**config.mk**
```make
export PLATFORM = sky130hd
export DESIGN_NAME = spi_boot_streamer
export DESIGN_NICKNAME = d
export VERILOG_FILES = /design/src/rtl/spi_boot_streamer_pkg.sv /design/src/rtl/spi_boot_tick.sv /design/src/rtl/spi_boot_streamer.sv
export SDC_FILE = /design/constraint.sdc
export NUM_CORES = 1
export LEC_CHECK = 0
export CAP_MARGIN = 0
export CORE_MARGIN = 2
export CORE_UTILIZATION = 55
export CTS_CLUSTER_SIZE = 16
export DETAILED_ROUTE_END_ITERATION = 7
export PLACE_DENSITY = 0.86
export REMOVE_ABC_BUFFERS = 1
export SKIP_LAST_GASP = 1
export SYNTH_ARGS = -nofsm -noshare
export SYNTH_HDL_FRONTEND = slang
export SYNTH_SLANG_ARGS = --single-unit
```
**constraint.sdc**
```tcl
create_clock -name i_clk -period 4.1 [get_ports i_clk]
set_clock_uncertainty 0.05 [all_clocks]
set_input_delay 0.82 -clock i_clk [delete_from_list [all_inputs] [get_ports i_clk]]
set_output_delay 0.82 -clock i_clk [all_outputs]
set_load 0.02 [all_outputs]
```
**src/rtl/spi_boot_streamer_pkg.sv**
```systemverilog
// Shared definitions for the SPI boot streamer: FSM state encoding,
// byte/bit-counter widths and a helper to size the half-period divider.
package spi_boot_streamer_pkg;

    typedef enum logic [2:0] {
        ST_IDLE  = 3'd0,
        ST_SETUP = 3'd1,
        ST_LOAD  = 3'd2,
        ST_SHIFT = 3'd3,
        ST_HOLD  = 3'd4
    } state_t;

    localparam int         STATE_W   = 3;
    localparam int         BYTE_W    = 8;
    localparam int         BIT_CNT_W = 3;
    localparam logic [2:0] LAST_BIT  = 3'd7;

    // Divider counter width; a divide-by-one still needs a 1-bit register.
    function automatic int div_cnt_w(input int div);
        return (div <= 1) ? 1 : $clog2(div);
    endfunction

endpackage

```
**src/rtl/spi_boot_tick.sv**
```systemverilog
// Half-period divider for the SPI boot streamer. Counts 0..CLK_DIV-1 while
// enabled and flags the last count as a tick; clears when disabled or on i_clr.
module spi_boot_tick
    import spi_boot_streamer_pkg::*;
#(
    parameter int CLK_DIV = 2
) (
    input  logic i_clk,
    input  logic i_rst_n,
    input  logic i_en,
    input  logic i_clr,
    output logic o_tick
);

    localparam int               CNT_W    = div_cnt_w(CLK_DIV);
    localparam logic [CNT_W-1:0] CNT_LAST = CNT_W'(CLK_DIV - 1);
    localparam logic [CNT_W-1:0] CNT_ONE  = CNT_W'(1);

    logic [CNT_W-1:0] cnt_r;

    // Free-running half-period counter, held at zero whenever not timing a state.
    always_ff @(posedge i_clk) begin
        if (!i_rst_n) begin
            cnt_r <= '0;
        end else if (i_clr || !i_en) begin
            cnt_r <= '0;
        end else if (cnt_r == CNT_LAST) begin
            cnt_r <= '0;
        end else begin
            cnt_r <= cnt_r + CNT_ONE;
        end
    end

    // Tick is a pure decode of the counter register, so it cannot glitch.
    assign o_tick = i_en && (cnt_r == CNT_LAST);

endmodule

```
**src/rtl/spi_boot_streamer.sv**
```systemverilog
// SPI mode-0 master that streams a boot image (valid/ready byte stream) into
// the SoC's SPI RAM loader port, MSB first, one cs_n frame per image.
module spi_boot_streamer
    import spi_boot_streamer_pkg::*;
#(
    parameter int CLK_DIV = 2,
    parameter int LEN_W   = 16
) (
    input  logic             i_clk,
    input  logic             i_rst_n,
    input  logic             i_start,
    input  logic [LEN_W-1:0] i_len,
    input  logic [7:0]       i_tdata,
    input  logic             i_tvalid,
    output logic             o_tready,
    output logic             o_sclk,
    output logic             o_cs_n,
    output logic             o_mosi,
    output logic             o_busy,
    output logic             o_done
);

    localparam logic [LEN_W-1:0] LEN_ONE = LEN_W'(1);

    state_t                 state_r;
    logic [LEN_W-1:0]       rem_r;
    logic [BYTE_W-1:0]      shreg_r;
    logic [BIT_CNT_W-1:0]   bit_cnt_r;
    logic                   sclk_r;
    logic                   cs_n_r;
    logic                   mosi_r;
    logic                   busy_r;
    logic                   done_r;
    logic                   tick_s;
    logic                   en_s;
    logic                   clr_s;

    // The divider only runs in the timed states. It is held clear in IDLE and
    // LOAD, and every exit from a timed state happens on a tick (counter wrap),
    // so each state is entered with the divider at zero.
    assign en_s  = (state_r == ST_SETUP) || (state_r == ST_SHIFT) || (state_r == ST_HOLD);
    assign clr_s = (state_r == ST_IDLE) || (state_r == ST_LOAD);

    spi_boot_tick #(
        .CLK_DIV (CLK_DIV)
    ) u_tick (
        .i_clk   (i_clk),
        .i_rst_n (i_rst_n),
        .i_en    (en_s),
        .i_clr   (clr_s),
        .o_tick  (tick_s)
    );

    // Frame FSM with the shift register, counters and all SPI pins registered.
    always_ff @(posedge i_clk) begin
        if (!i_rst_n) begin
            state_r   <= ST_IDLE;
            rem_r     <= '0;
            shreg_r   <= 8'h00;
            bit_cnt_r <= 3'd0;
            sclk_r    <= 1'b0;
            cs_n_r    <= 1'b1;
            mosi_r    <= 1'b0;
            busy_r    <= 1'b0;
            done_r    <= 1'b0;
        end else begin
            done_r <= 1'b0;
            case (state_r)
                ST_IDLE: begin
                    sclk_r <= 1'b0;
                    if (i_start) begin
                        if (i_len != '0) begin
                            state_r <= ST_SETUP;
                            cs_n_r  <= 1'b0;
                            busy_r  <= 1'b1;
                            rem_r   <= i_len;
                        end else begin
                            // Empty image: report completion without opening a frame.
                            done_r <= 1'b1;
                        end
                    end
                end
                ST_SETUP: begin
                    if (tick_s) begin
                        state_r <= ST_LOAD;
                    end
                end
                ST_LOAD: begin
                    sclk_r <= 1'b0;
                    if (i_tvalid) begin
                        shreg_r   <= i_tdata;
                        mosi_r    <= i_tdata[7];
                        bit_cnt_r <= 3'd0;
                        state_r   <= ST_SHIFT;
                    end
                end
                ST_SHIFT: begin
                    if (tick_s) begin
                        if (!sclk_r) begin
                            // Rising edge: loader samples, mosi stays put.
                            sclk_r <= 1'b1;
                        end else begin
                            sclk_r <= 1'b0;
                            if (bit_cnt_r == LAST_BIT) begin
                                rem_r <= rem_r - LEN_ONE;
                                if (rem_r == LEN_ONE) begin
                                    state_r <= ST_HOLD;
                                end else begin
                                    state_r <= ST_LOAD;
                                end
                            end else begin
                                bit_cnt_r <= bit_cnt_r + 3'd1;
                                shreg_r   <= {shreg_r[6:0], 1'b0};
                                mosi_r    <= shreg_r[6];
                            end
                        end
                    end
                end
                ST_HOLD: begin
                    sclk_r <= 1'b0;
                    if (tick_s) begin
                        cs_n_r  <= 1'b1;
                        mosi_r  <= 1'b0;
                        done_r  <= 1'b1;
                        busy_r  <= 1'b0;
                        state_r <= ST_IDLE;
                    end
                end
                default: begin
                    state_r <= ST_IDLE;
                    sclk_r  <= 1'b0;
                    cs_n_r  <= 1'b1;
                    mosi_r  <= 1'b0;
                    busy_r  <= 1'b0;
                end
            endcase
        end
    end

    assign o_tready = (state_r == ST_LOAD);
    assign o_sclk   = sclk_r;
    assign o_cs_n   = cs_n_r;
    assign o_mosi   = mosi_r;
    assign o_busy   = busy_r;
    assign o_done   = done_r;

endmodule

```
==> metrics.md, run 1 <==
| Metric | Value |
|---|---|
| CTS tree | yes |
| Post-CTS Hold Buffers | 0 |
| Max Slew Vio Count | 0 |
| Reg clk slew, reported paths | roughly 0.070 ns |
| Relative slew margins | 0.4604 |
| Synth Instances | 265 |
| DRT iter0 DRCs | around 210 |
| Top FF cell, synth | dfxtp_1 |
| # nets final | approximately 320 |
| CP max stage cell | dfxtp_1 |
| WL final | between 4000 and 5000 microns |
| Area Growth Syn to Fin | 20.68% |
| Crit end category | output pin |
| Post-route clock period utilization | 0.6765 |
| Final ANT Viol Nets | 0 |
| Share of synthesized registers carrying an async set or reset | 0 |
| Maximum vdd drop | roughly 0.36 mV |
| Cell depth of the worst hold path | 2 |
| Setup CP Type | register to output pin |
| Largest area contributor in the netlist | dfxtp_1 |
| RSZ-0062 raised after global routing | no |
| Area after DPL | roughly 2400 sq um |
| Fmax | approximately 0.36 GHz |
| Worst Max-Slew Pin Slew | roughly 0.8 ns |
| Largest net degree at the start of global routing | 34 |
| Htree depth | 2 |
| Critical path, cell by cell | inv_1 -> and3_1 -> clkdlybuf4s50_1 |
| Initial antenna violation count | 0 |
| Worst Reg-to-Reg Cells | 5 |
| Count of cell types in the netlist | 55 |
| Num rows | 22 |
| Sequential Area | between 700 and 800 sq um |
| Hold Violations, Final | 0 |
| Final Power | roughly 1.3 mW |
| Worst Path Max Fanout | 21 |
| Vias/cell | ~6 |
| # DRC | 0 |
| Post-placement cell count | 331 |
| Bufs on Longest Clock Path | 2 |
| Grt total ovfl | 0 |
| Die Ht | 65.60 microns |
| Post_cts resized | 0 |
| Syn avg cell area | slightly below 8 sq um |
| Num Clock Sinks | 35 |
| Clock latency on the worst-skew pair | roughly 0.30 ns |
| CTS buffer count | 5 |
| Number of synthesized flops with an enable pin | 0 |
| Dpl hpwl | about 3300 microns |
| Required time of the critical path | 3.23 ns |
| Hold Path Class | register to register |
| Initial core utilization | 0.5701 |
| First-pass GRT wire length | 8625 microns |
| Design Area, Final | around 2500 sq um |
| Most frequent cells in the layout | 35 x dfxtp_1, 33 x clkdlybuf4s50_1, 32 x nand2_1, 24 x a21oi_1, 23 x nor2_1 |
| Yosys warns | 0 |
| I/O Buffers | 33 |
| Leak | roughly 0.92 nW |
| Horiz. Die Dim | 65.60 microns |
| Cell Pwr Density | between 500 and 600 nW/um^2 |
| # diodes | 0 |
| Pre-antenna DRT Iters | 5 |
| Filler-free cell count of the finished design | ~340 |
| Total negative slack | 0 ns |
| Number of max-cap violations | 0 |
| Layout cells sized above 1 | 0.08935 |
| Total GRT Usage | 0.2544 |
| #FFs+latches synth | 35 |
| # Post-CTS Setup Buffers | 0 |
| Fill count | about 310 |
| Wire per inst | approximately 14 microns |
| Area contributors post-synth | dfxtp_1 34%, a21oi_1 5.8%, nand2_1 5.8% |
| Area of the multi-input gates | around 1300 sq um |
| Setup violations, final | 0 |
| Share of the synthesized area in the top cell type | 0.3357 |
| Vias in the first global route | ~1900 |
| Crit path time final | 2.774 ns |
| Total number of vias | roughly 2100 |
| WP data arrival | between 1.5 and 2 ns |
| Post-synthesis cell area | between 2000 and 2500 sq um |
| Most common cell after layout, fill and taps aside | dfxtp_1 |
| CP peak stage delay | between 0.7 and 0.8 ns |
| Post-synthesis sequential area ratio | 0.3357 |
| Die area | between 4000 and 5000 sq um |
| Root Buffer Master | clkbuf_8 |
| Worst setup SP type | register |
| Core region area | between 3000 and 4000 sq um |
| Final Wtd Congestion | ~0.82 |
| Outcome | finished, final reports clean |
| # IOs | 34 |
-- synth_stat cells (3+ instances only) --
cell type and count:
nor4_1 9, a22oi_1 3, nand2b_1 8, nand3b_1 3, a21o_1 5, nor2_1 23, nor3_1 11, inv_1 4
nand2_1 32, o31ai_1 4, a21oi_1 24, o211ai_1 3, or4_1 3, mux2i_1 6, o21ai_0 3, o21ai_1 10
a311oi_1 5, ha_1 4, dfxtp_1 35, nand3_1 9, clkbuf_1 4, buf_2 14
-- area by class of cell --
class / instances / area share
clock buffers: 8 / 0.03974
inverters: 6 / 0.008942
multi-input cells: 205 / 0.5062
flip-flops and latches: 35 / 0.2782
well taps: 48 / 0.02384
repair buffers: 37 / 0.1431
-- cells by family after synthesis --
kind of cell / after synthesis / synth area share
mux: 6 / 0.02878
flops: 35 / 0.3357
simple gates: 118 / 0.3100
fa+ha+maj: 4 / 0.02398
compound gates: 76 / 0.2440
xor+xnor: 1 / 0.004197
buf+inv: 25 / 0.05335
-- metrics by stage --
| stage | utilization | setup slack, ns | hold WS, ns |
|---|---|---|---|
| after floorplan | - | 1.529 | 0.3890 |
| after CTS | 0.6880 | 1.328 | 0.4248 |
| after global placement | 0.6606 | 1.297 | 0.4030 |
| final | 0.6880 | 1.326 | 0.4241 |
| after global routing | 0.6880 | 1.182 | 0.4536 |
| after detailed placement | 0.6606 | 1.219 | 0.4114 |
-- worst max-delay path: cells and delay by family (launching register included) --
kind	cells	cell delay, ns
and+or+nand+nor	1	0.19
DFF	1	0.77
buffers and inverters	2	0.65
-- final timing paths --
kind / startpoint / endpoint / slack [ns]
worst max-delay path: state_r[0] / o_tready / 1.33
worst min-delay path: shreg_r[0] / shreg_r[0] / 0.42
worst max register to register: state_r[0] / rem_r[5] / 1.80
worst min register to register: shreg_r[0] / shreg_r[0] / 0.42
-- registers in the layout (all words and copies together) (netlist names) --
register	count
o_mosi	1
shreg_r	7
rem_r	16
state_r	3
o_sclk	1
o_done	1
u_tick.cnt_r	1
o_busy	1
bit_cnt_r	3
o_cs_n	1
-- routing by layer --
layer,up-vias,GRT usage,share of wire
li1,1015,-,-
met5,-,0,0
met2,90,0.3967,0.47
met1,936,0.3326,0.44
met3,9,0.07534,0.071
met4,0,0.09115,0.013
-- where the power goes --
| group | internal (mW) | switching (mW) |
|---|---|---|
| logic | 0.238 | 0.286 |
| registers | 0.401 | 0.0952 |
| clock network | 0.153 | 0.126 |
| total | 0.793 | 0.507 |
Power figures use the tool's default switching activity.
==> run 2, diff against run 1 <==
--- a/config.mk
+++ b/config.mk
@@ -7,10 +7,10 @@
 export LEC_CHECK = 0
 export CAP_MARGIN = 0
 export CORE_MARGIN = 2
-export CORE_UTILIZATION = 55
+export CORE_UTILIZATION = 53
 export CTS_CLUSTER_SIZE = 16
 export DETAILED_ROUTE_END_ITERATION = 7
-export PLACE_DENSITY = 0.86
+export PLACE_DENSITY = 0.83
 export REMOVE_ABC_BUFFERS = 1
 export SKIP_LAST_GASP = 1
 export SYNTH_ARGS = -nofsm -noshare
==> constraint.sdc (replaced) <==
create_clock -name i_clk -period 2.8 [get_ports i_clk]
set_clock_uncertainty 0.05 [all_clocks]
set_input_delay 0.56 -clock i_clk [delete_from_list [all_inputs] [get_ports i_clk]]
set_output_delay 0.56 -clock i_clk [all_outputs]
set_load 0.02 [all_outputs]
==> run 2 against run 1 <==
  * Die area increased by 3.5%
  * First-iteration DRC count grew 13%
  * Routed wire length is 3.4% lower
  * Via count is 1.4% lower
  * Register-to-register slack worse by 1.1 ns
  * Global-route usage shrank 1.2 points
  * Clock power increased by 32%
  * Critical path depth is the same
  * Count of clock-buffer cells in the layout down 2
  * Final area up 0.89%
  * Largest cell class unchanged
  * Highest routed layer unchanged
==> metrics.md, run 2 (synthesis results as in run 1) <==
| Metric | Value |
|---|---|
| # IOs | 34 (unchanged) |
| # Post-CTS Setup Buffers | 0 (unchanged) |
| Grt total ovfl | 0 (unchanged) |
| DRT iter0 DRCs | 235 (+13%) |
| Clock network power share | 0.196 (-0.019) |
| Vias/cell | 5.927 (-2.0%) |
| WP data arrival | 1.86 ns (-0.04 ns) |
| Setup violations, final | 0 (unchanged) |
| Cell Pwr Density | 738.7 nW/um^2 (+43%) |
| Outcome | finished, final reports clean |
| CTS buffer count | 5 (unchanged) |
| Post-CTS Hold Buffers | 0 (unchanged) |
| Root Buffer Master | clkbuf_8 |
| Setup CP Type | register to output pin |
| Initial core utilization | 0.5616 (-0.008445) |
| Most common cell after layout, fill and taps aside | dfxtp_1 |
| Maximum vdd drop | 0.4500 mV (+24%) |
| WP buf/inv | 2 (unchanged) |
| Hold path start | shreg_r[0] |
| Core region area | 3716 sq um (+1.5%) |
| Post-placement cell count | 334 (+0.91%) |
| I/O Buffers | 33 (unchanged) |
| Hold Violations, Final | 0 (unchanged) |
| Critical path, cell by cell | inv_1 -> and3_1 -> clkdlybuf4s50_1 |
| Total number of vias | 2021 (-1.4%) |
| Reg-to-reg slack, setup | 0.72 ns (-1.08 ns) |
| Wire per inst | 13.86 microns (-4.0%) |
| # diodes | 0 (unchanged) |
| Delay-heaviest family, CP | flip-flops |
| Dpl hpwl | 3285 microns (-0.71%) |
| Die area | 4456 sq um (+3.5%) |
| Worst setup SP type | register |
| Largest net degree at the start of global routing | 34 (unchanged) |
| Num rows | 22 (unchanged) |
| Bufs on Longest Clock Path | 2 (unchanged) |
| Fill count | 320 (+2.2%) |
| Layout cells sized above 1 | 0.09898 (+0.009629) |
| Worst Path Max Fanout | 21 (unchanged) |
| Num Clock Sinks | 35 (unchanged) |
| Post_cts resized | 0 (unchanged) |
| Htree depth | 2 (unchanged) |
| Filler-free cell count of the finished design | 341 (+0.59%) |
| Reg clk slew, reported paths | 0.07 ns (about the same) |
| Switching Fraction | 0.3896 (-0.0006186) |
| Worst Reg-to-Reg Cells | 4 (-1) |
| Switching pwr | 731.3 uW (+44%) |
| Die Ht | 66.75 microns (+1.8%) |
| Vias in the first global route | 1844 (-4.9%) |
| CP max stage cell | dfxtp_1 |
| CTS tree | yes |
| Biggest regs | rem_r x16, shreg_r x7 |
| Area Growth Syn to Fin | 21.76% |
| Combinational power share | 0.417 (+0.014) |
| Horiz. Die Dim | 66.75 microns (+1.8%) |
| Pre-antenna DRT Iters | 4 (-1) |
| Max reg flops | 16 (unchanged) |
| Max Slew Vio Count | 0 (unchanged) |
| Leak | 0.9396 nW (+1.8%) |
| Reg2reg end | shreg_r[2] |
| Flop pwr share | 0.387 (+0.005) |
| Post-route clock period utilization | 0.8820 |
| Crit path time final | around 2.5 ns |
| # nets final | 325 (+0.93%) |
| # DRC | 0 (unchanged) |
| Most frequent cells in the layout | 35 x dfxtp_1, 33 x clkdlybuf4s50_1, 32 x nand2_1, 24 x a21oi_1, 23 x nor2_1 |
| Relative slew margins | 0.5571 (+0.09667) |
| Hold Path Class | register to register |
| Required time of the critical path | 2.19 ns (-1.04 ns) |
| Cell depth of the worst hold path | 2 (unchanged) |
| Final ANT Viol Nets | 0 (unchanged) |
| WL final | 4727 microns (-3.4%) |
| Total GRT Usage | 0.2421 (-0.01232) |
| Fmax | slightly above 0.4 GHz |
| RSZ-0062 raised after global routing | no |
| Number of max-cap violations | 0 (unchanged) |
| Total negative slack | 0 ns (unchanged) |
| Pint | 1.146 mW (+45%) |
| Initial antenna violation count | 0 (unchanged) |
| Crit end category | output pin |
| Worst Max-Slew Pin Slew | 0.6635 ns (-0.1459 ns) |
| Clock latency on the worst-skew pair | 0.28 ns (-0.02 ns) |
| Worst r2r src | state_r[0] |
| Hold endpoint | shreg_r[0] |
| First-pass GRT wire length | 8459 microns (-1.9%) |
| Final Wtd Congestion | 0.8442 (+2.7%) |
| Largest Register | rem_r |
| CP peak stage delay | 0.75 ns (-0.02 ns) |
[run 2: cell types whose count changed in the layout (fill, tap and decap cells not counted)]
cell / change
clkinv_2: +1
buf_4: +2
buf_12: +1
clkbuf_1: -1
clkbuf_8: -1
[run 2: tightest hold or removal path: stages (launching register included)]
cell and delay, ns:
dfxtp_1 0.31, nand2b_1 0.06, a21oi_1 0.05
[run 2: worst max path at each step]
stage | start | endpoint | slack [ns] | cells past startpoint
after global routing | state_r[0] | o_tready | 0.21 | 3
after global placement | i_len[2] | rem_r[0] | 0.16 | 7
after detailed placement | i_len[2] | rem_r[0] | 0.18 | 7
after CTS | state_r[0] | o_tready | 0.32 | 3
after floorplan | state_r[0] | rem_r[15] | 0.48 | 5
final | state_r[0] | o_tready | 0.33 | 3
[run 2: stage by stage]
step | util | hold slack (ns) | setup WS, ns | total power [mW] | cell area (sq um)
after floorplan | - | 0.3890 | 0.4770 | 1.270 | 1998
after global placement | 0.6603 | 0.4074 | 0.1591 | 1.493 | 2454
after detailed placement | 0.6603 | 0.4119 | 0.1836 | 1.510 | 2454
after CTS | 0.6838 | 0.4228 | 0.3241 | 1.877 | 2541
after global routing | 0.6838 | 0.4547 | 0.2148 | 2.008 | 2541
final | 0.6838 | 0.4210 | 0.3303 | 1.877 | 2541
[run 2: area by class of cell]
| cell class | count | area (sq um) | share of cell area |
|---|---|---|---|
| Sequential cell | 35 | 700.7 | 0.2757 |
| Clock buffer | 6 | 82.58 | 0.03250 |
| Tap cell | 48 | 60.06 | 0.02363 |
| Multi-Input combinational cell | 205 | 1275 | 0.5017 |
| Timing Repair Buffer | 40 | 395.4 | 0.1556 |
| Inverter | 6 | 22.52 | 0.008863 |
| Clock inverter | 1 | 5.005 | 0.001969 |
[run 2: power by group through the flow]
stage | registers [mW] | logic [mW] | clock network [mW]
global route | 0.744 | 0.868 | 0.396
CTS | 0.722 | 0.780 | 0.375
global placement | 0.728 | 0.765 | 0
detailed placement | 0.733 | 0.777 | 0
finish | 0.726 | 0.783 | 0.369
floorplan | 0.709 | 0.561 | 0
[run 2: routing by layer]
metal,global-route usage,part of all wire
met5,0,0
met4,0.06888,0.0070
met3,0.03547,0.039
met2,0.4038,0.47
met1,0.3236,0.48
